$ cat src/rtl/pc_fetch_pkg.sv
// Shared constants for the instruction-fetch front end: control polarities and
// fetch FSM state encodings, also used by the jump/flush controller.
package pc_fetch_pkg;

  localparam logic RST_ENABLE    = 1'b1;
  localparam logic PC_JUMP       = 1'b1;
  localparam logic CLEAR_ENABLE  = 1'b1;
  localparam logic CLEAR_DISABLE = 1'b0;

  localparam logic [1:0] S_RUN   = 2'd0;
  localparam logic [1:0] S_DRAIN = 2'd1;
  localparam logic [1:0] S_FULL  = 2'd2;

endpackage

$ cat src/rtl/pc_skid_buf.sv
// One-entry {inst, pc} holding buffer that catches an instruction returned by
// memory while the decode stage is stalled.
module pc_skid_buf
  import pc_fetch_pkg::*;
#(
  parameter int ADDR_W = 16,
  parameter int INST_W = 16
) (
  input  logic              clk,
  input  logic              rst,
  input  logic              load,
  input  logic              unload,
  input  logic              flush,
  input  logic [INST_W-1:0] in_inst,
  input  logic [ADDR_W-1:0] in_pc,
  output logic              full,
  output logic [INST_W-1:0] out_inst,
  output logic [ADDR_W-1:0] out_pc
);

  always_ff @(posedge clk) begin
    if (rst == RST_ENABLE || flush == CLEAR_ENABLE) begin
      full <= 1'b0;
    end else if (load) begin
      full <= 1'b1;
    end else if (unload) begin
      full <= 1'b0;
    end
  end

  // NOTE: the payload has no reset; it is only ever read while full=1, so
  // leaving it unreset saves reset fan-out without changing behaviour.
  always_ff @(posedge clk) begin
    if (load) begin
      out_inst <= in_inst;
      out_pc   <= in_pc;
    end
  end

endmodule

$ cat src/rtl/pc_fetch.sv
// Instruction-fetch front end: owns the PC, talks to instruction memory, hands
// one instruction per cycle to IF/ID, and handles redirects from execute.
module pc_fetch
  import pc_fetch_pkg::*;
#(
  parameter int                ADDR_W   = 16,
  parameter int                INST_W   = 16,
  parameter logic [ADDR_W-1:0] RESET_PC = '0
) (
  input  logic              clk,
  input  logic              rst,
  input  logic              stall,
  input  logic              jump_req,
  input  logic [ADDR_W-1:0] jump_target,
  output logic              imem_req,
  output logic [ADDR_W-1:0] imem_addr,
  input  logic              imem_ack,
  input  logic [INST_W-1:0] imem_rdata,
  output logic              inst_valid,
  output logic [INST_W-1:0] inst,
  output logic [ADDR_W-1:0] inst_pc,
  output logic              pc_jump_en
);

  logic [1:0]        state;
  logic [ADDR_W-1:0] pc;
  logic [ADDR_W-1:0] stale_pc;
  logic [ADDR_W-1:0] redir_pc;

  logic              in_reset;
  logic              ack;
  logic              buf_load;
  logic              buf_unload;
  logic              buf_flush;
  logic              buf_full;
  logic [INST_W-1:0] buf_inst;
  logic [ADDR_W-1:0] buf_pc;

  assign in_reset   = (rst == RST_ENABLE);
  assign imem_req   = !in_reset && (state != S_FULL);
  assign imem_addr  = (state == S_DRAIN) ? stale_pc : pc;
  assign ack        = imem_ack && imem_req;
  assign pc_jump_en = (jump_req && !in_reset) ? PC_JUMP : ~PC_JUMP;

  // A redirect always wins over stall, so the buffer only moves on quiet cycles.
  assign buf_load   = !in_reset && !jump_req && (state == S_RUN) && ack && stall;
  assign buf_unload = !in_reset && !jump_req && buf_full && !stall;
  assign buf_flush  = jump_req ? CLEAR_ENABLE : CLEAR_DISABLE;

  pc_skid_buf #(
    .ADDR_W (ADDR_W),
    .INST_W (INST_W)
  ) u_skid (
    .clk      (clk),
    .rst      (rst),
    .load     (buf_load),
    .unload   (buf_unload),
    .flush    (buf_flush),
    .in_inst  (imem_rdata),
    .in_pc    (pc),
    .full     (buf_full),
    .out_inst (buf_inst),
    .out_pc   (buf_pc)
  );

  // NOTE: all state here uses non-blocking assignments so every register
  // samples pre-edge values, independent of statement order.
  always_ff @(posedge clk) begin
    if (in_reset) begin
      state      <= S_RUN;
      pc         <= RESET_PC;
      stale_pc   <= '0;
      redir_pc   <= '0;
      inst_valid <= 1'b0;
      inst       <= '0;
      inst_pc    <= '0;
    end else if (jump_req) begin
      inst_valid <= 1'b0;
      case (state)
        S_DRAIN: begin
          redir_pc <= jump_target;
          if (ack) begin
            pc    <= jump_target;
            state <= S_RUN;
          end
        end
        S_FULL: begin
          pc    <= jump_target;
          state <= S_RUN;
        end
        default: begin
          // An unacked request must stay on the bus, so retire it before jumping.
          if (ack) begin
            pc    <= jump_target;
            state <= S_RUN;
          end else begin
            stale_pc <= pc;
            redir_pc <= jump_target;
            state    <= S_DRAIN;
          end
        end
      endcase
    end else begin
      case (state)
        S_RUN: begin
          if (ack) begin
            pc <= pc + 1'b1;
            if (stall) begin
              state <= S_FULL;
            end else begin
              inst       <= imem_rdata;
              inst_pc    <= pc;
              inst_valid <= 1'b1;
            end
          end else if (!stall) begin
            inst_valid <= 1'b0;
          end
        end
        S_FULL: begin
          if (!stall) begin
            inst       <= buf_inst;
            inst_pc    <= buf_pc;
            inst_valid <= 1'b1;
            state      <= S_RUN;
          end
        end
        S_DRAIN: begin
          if (!stall) begin
            inst_valid <= 1'b0;
          end
          if (ack) begin
            pc    <= redir_pc;
            state <= S_RUN;
          end
        end
        default: state <= S_RUN;
      endcase
    end
  end

endmodule

$ cat config.mk
export PLATFORM = sky130hd
export DESIGN_NAME = pc_fetch
export DESIGN_NICKNAME = d
export VERILOG_FILES = /design/src/rtl/pc_fetch_pkg.sv /design/src/rtl/pc_skid_buf.sv /design/src/rtl/pc_fetch.sv
export SDC_FILE = /design/constraint.sdc
export NUM_CORES = 1
export LEC_CHECK = 0
export BUFFER_PORTS_ARGS = -buffer_cell sky130_fd_sc_hd__buf_2
export CAP_MARGIN = 20
export CORE_MARGIN = 5
export CORE_UTILIZATION = 61
export CTS_CLUSTER_DIAMETER = 40
export CTS_CLUSTER_SIZE = 28
export DETAILED_ROUTE_END_ITERATION = 8
export GPL_ROUTABILITY_DRIVEN = 0
export PLACE_DENSITY = 0.93
export SYNTH_ARGS = -nofsm -noshare
export SYNTH_HDL_FRONTEND = slang
export SYNTH_SLANG_ARGS = --single-unit
$ cat constraint.sdc
create_clock -name clk -period 11.5 [get_ports clk]
set_input_delay 1.725 -clock clk [delete_from_list [all_inputs] [get_ports clk]]
set_output_delay 1.725 -clock clk [all_outputs]
set_load 0.01 [all_outputs]
Yosys cells after proc, flatten, opt, wreduce, memory -nomap -nowiden
Cells that the tools add are included.
{ "op_classes": {"n_addsub": 1, "n_mul": 0, "n_div": 0, "magnitude_cmp": 0, "eq_ne": 12, "shifts": 0, "n_mux": 30, "bitwise_logic": 4, "reduce_logical": 20} }
{ "ops": {"columns": ["cell", "n"], "rows": [
  ["$mux W16", 13],
  ["$pmux W16 S2", 4],
  ["$add A16 B1 Y16 const B", 1],
  ["$ne A3 B3 Y1 const B", 4],
  ["$mux W2", 5],
  ["$reduce_and A3 Y1", 3],
  ["$ne A2 B2 Y1 const B", 4],
  ["$logic_and A1 B1 Y1", 7],
  ["$pmux W2 S3", 1],
  ["$reduce_bool A3 Y1", 2],
  ["$mux W1", 5],
  ["$reduce_and A5 Y1", 1],
  ["$not A1 Y1", 4],
  ["$pmux W2 S2", 1],
  ["$reduce_and A4 Y1", 1],
  ["$reduce_or A2 Y1", 2],
  ["$ne A3 B1 Y1 const B", 1],
  ["$pmux W1 S3", 1],
  ["$eq A2 B1 Y1 const B", 1],
  ["$eq A2 B2 Y1 const B", 1],
  ["$logic_not A1 Y1", 2],
  ["$logic_not A2 Y1", 1],
  ["$ne A2 B1 Y1 const B", 1],
  ["$reduce_bool A2 Y1", 1]
]} }
{ "word_totals": {"regBits": 115, "latch_bits": 0, "ramBits": 0, "romBits": 0, "output_inout_bits": 51, "mem_count": 0} }

Logic depth before layout (Yosys ltp)
{ "depth": {"word_depth": 6, "depth_mapped": 9, "mapped_depth_nobuf": 6} }

Modules after synthesis
A second synthesis with hierarchy kept.
{ "hier_totals": {"hier_cells": 544, "hier_area_um2": 5301.3} }
{ "modules_own_cells": {"columns": ["mod", "instances", "cells_each", "area_per_inst_um2", "seq_area_each_um2"], "rows": [
  ["pc_fetch", 1, 508, 4295.4, 1661.6],
  ["pc_skid_buf", 1, 36, 1006.0, 980.9]
]} }

Worst setup path before layout
Ideal clock, no wire load.
{ "synth_path": {"path_type": "input port to flip-flop", "start": "input jump_req", "end": "register u_skid.out_inst[0], enable pin", "t_arrival_ps": 4605, "t_required_ps": 11030, "setup_slack_ps": 6425, "stages": 3, "n_path_buf": 2, "path_cell_list": "clkbuf_1 > clkbuf_1 > nor3b_1"} }
{ "synth_via": {"elab_chain_len": 5} }
{ "synth_lines": {"columns": ["item", "line_no", "text"], "rows": [
  ["start: declaration", "pc_fetch.sv:13", "input logic jump_req,"],
  ["$logic_not A1 Y1", null, null],
  ["$logic_and A1 B1 Y1", null, null],
  ["$logic_and A1 B1 Y1 (3 in a row)", "pc_fetch.sv:46", "assign buf_load = !in_reset && !jump_req && (state == S_RUN) && ack && stall;"],
  ["named net buf_load", "pc_fetch.sv:32", "logic buf_load;"],
  ["end signal: assignment", "pc_skid_buf.sv:35", "out_inst <= in_inst;"],
  ["end: declaration", "pc_skid_buf.sv:17", "output logic [INST_W-1:0] out_inst,"]
]} }
The timed path passes the listed nets, and every way through them passes these cells.
A chain may end at the register's enable or synchronous reset.

Worst setup path after layout
{ "layout_path": {"start": "input jump_req", "end": "output pc_jump_en"} }
{ "layout_via": {"elab_chain_len": 2} }
{ "layout_lines": {"columns": ["item", "line_no", "text"], "rows": [
  ["$logic_and A1 B1 Y1", "pc_fetch.sv:43", "assign pc_jump_en = (jump_req && !in_reset) ? PC_JUMP : ~PC_JUMP;"],
  ["$mux W1", "pc_fetch.sv:43", null],
  ["end: declaration", "pc_fetch.sv:22", "output logic pc_jump_en"]
]} }
Every way passes these cells.

==> results.yml <==
synthesis:
  yosysWarnings: 0
  synthArstFlopShare_pct: 0
  synth_nets: 576
  yosysTopAreaCellShare_pct: 30.5
  synthCells: 534
  synthFlopType: "dfxtp_1"
  netlist_area_sq_mm: 0.00544
  yosysMostFrequentCell: "dfxtp_1"
  ys_seq_area_share_pct: 48.2
  ys_ff_latch: 115
  yosysUniqueCellTypes: 62
  yosys.area.top_type: "dfxtp_1"
  synthTopCellsByArea: "dfxtp_1 (31%), edfxtp_1 (18%), mux2i_1 (9.2%)"
  synth.avg_cell_area_sq_um: 10.2
  synth_edf_count: 32
  synth_top_cells_by_count: "dfxtp_1 (83), nor2_1 (58), nand2_1 (54)"
floorplanning:
  row_count: 34
  core_sq_mm: 0.00872
  fp.dieArea_sq_mm: 0.0109
  die_w_microns: 104
  start_util_pct: 62.4
  ios: 88
  die_h_microns: 104
global_routing:
  grt_max_degree: 83
  grt_overflow: 0
  grt_pass1_vias: 4436
  antenna_found_initial: 0
  grtUsageTotal_pct: 24.9
  grt_pass1_wl_mm: 22.1
placed_design:
  portBuffers: 87
  hpwl_mm: 8.17
clock_network:
  root_buffer: "clkbuf_8"
  numClockSinks: 115
  cts_buffer_depth: 2
  numCtsBuffers: 17
  clk_pin_slew_worst_paths_ns: 0.06
  post_cts_buffers: 0
  hold_buffers: 0
  cts_tree: "built"
  clk_latency_ns: 0.51
  h-tree-depth: 4
  cts_resized: 0
timing:
  slew_headroom_pct: 30.9
  slew_violations: 0
  period_minus_slack_ns: 4.99
  tightest_slew_ns: 1.04
  skew_ns: 0.00539
  grt_setup_unrepaired: "false"
  finalSetupTns_ns: 0
  min_period_over_period_pct: 43.4
  max_freq_mhz: 200
  hold_viol: 0
  setup_viol: 0
critical_path:
  cp-start-kind: "input pin"
  critPathKind: "in2out"
  worst_ep_required_time_ns: 9.78
  worstPathMaxFanout: 30
  worst_ep_arrival_time_ns: 3.27
  path_cells: "buf_2 > clkinv_1 > nor2_1 > buf_2"
  cp_slowest_stage_delay_ns: 0.67
  critPathSlowestCell: "clkinv_1"
  end_kind: "primary output"
  crit_top_cell: "buf_2"
pwr:
  clockPowerShare_pct: 49.8
  peakVddDrop_mv: 0.116
  p_per_area_mw_per_mm2: 176
  swShare_pct: 24.8
  p_comb_share_pct: 10.5
  p_leak_nw: 2.44
  seqPwrFrac_pct: 39.7
  p_switching_uw: 283
  power_mw: 1.14
  p_int_uw: 857
outcome:
  status: "finished, final reports clean"
layout:
  n_antenna_cell: 0
  nets: 645
  layout-drive-gt1-share_pct: 28.7
  syn_to_final_growth_pct: 19.0
route:
  drt_iter0_drc: 449
  drt-total-wl_mm: 13.6
  drc_errors: 0
  dr.pass1.iters: 5
  viasPerCell: 6.26
  antenna_left: 0
  vias: 4530
  wl_per_cell_microns: 18.8
min_path:
  hold_path.class: "reg2reg"
run:
  max_cap_violations: 0
-- power groups by stage --
| stage | logic, mW | clock network [mW] | registers (mW) |
|---|---|---|---|
| 2_1_floorplan | 0.0869 | 0 | 0.453 |
| 3_3_place_gp | 0.110 | 0 | 0.459 |
| 3_5_place_dp | 0.115 | 0 | 0.461 |
| 4_1_cts | 0.117 | 0.573 | 0.452 |
| 5_1_grt | 0.130 | 0.595 | 0.455 |
| 6_report | 0.120 | 0.568 | 0.453 |
-- path summary, 6_finish.rpt --
kind	start	endpoint	slack, ns	cells after the start
worst max register to register	state[0]$_SDFFE_PP0P_	inst_pc[14]$_SDFFE_PP0P_	8.57	8
worst max-delay path	jump_req	pc_jump_en	6.51	4
worst min-delay path	stale_pc[0]$_SDFFE_PP0P_	stale_pc[0]$_SDFFE_PP0P_	0.45	2
worst min register to register	stale_pc[0]$_SDFFE_PP0P_	stale_pc[0]$_SDFFE_PP0P_	0.45	2
-- registers in the layout (all words and copies together) (netlist names), named ones only --
register	cells
inst	16
inst_pc	16
pc	16
redir_pc	16
stale_pc	16
state	2
u_skid.out_inst	16
u_skid.out_pc	16
-- placed cells by master, fill, tap and decap left out, drive strengths merged, types with 3 or more instances in the layout --
cell type and count:
xnor2 3, nor2b 4, ha 5, nand2b 6, dfxtp 83, bufinv 5
o21a 6, o21ai 28, nand3 5, nor4 6, nor3b 3, nor2 58
nor3 6, clkbuf 17, nand2 54, or4 3, mux2i 50, buf 95
and4 4, and2 3, clkinv 6, a211oi 35, inv 9, nand4 4
a31oi 4, a21oi 39, edfxtp 32, mux2 12
-- cell type report --
type	instances	area [sq um]
Tap cell	108	135
Timing Repair Buffer	95	503
Sequential cell	115	2620
Fill cell	560	2240
Inverter	6	22.5
Multi-Input combinational cell	368	2550
Clock buffer	17	414
Clock inverter	15	229
-- logic make-up (layout without fill, tap and decap cells) --
| logic type | count (synthesis) | count (layout) | share of synthesized area [%] |
|---|---|---|---|
| XOR/XNOR | 3 | 3 | 0.483 |
| multiplexers | 62 | 62 | 11.7 |
| adder cells (fa/ha/maj) | 5 | 5 | 1.15 |
| flip-flops | 115 | 115 | 48.2 |
| AND/OR/NAND/NOR | 164 | 164 | 14.6 |
| buffers and inverters | 51 | 133 | 5.06 |
| AO/OA/AOI/OAI | 134 | 134 | 18.8 |
-- through the flow --
step | util, % | setup WS (ns) | cell area, sq um | hold WS (ns) | cells
floorplan | - | 6.42 | 5440 | 0.407 | 534
global placement | 66.6 | 6.66 | 5810 | 0.439 | 690
detailed placement | 66.7 | 6.57 | 5820 | 0.444 | 691
CTS | 74.1 | 6.57 | 6460 | 0.452 | 723
global route | 74.3 | 6.32 | 6480 | 0.470 | 724
finish | 74.3 | 6.51 | 6480 | 0.452 | 724
-- routing by layer --
layer	vias to the layer above	global-route usage, %	wire length [microns]
met4	0	10.1	424
met1	2165	30.5	5400
li1	2075	-	-
met5	-	0	0
met2	245	41.0	6740
met3	45	7.14	1060
-- worst max-delay path: cells and delay by family --
family | cells | cell delay (ns)
buffers and inverters | 3 | 1.30
AND/OR/NAND/NOR | 1 | 0.23
(Power assumes the default switching activity.)
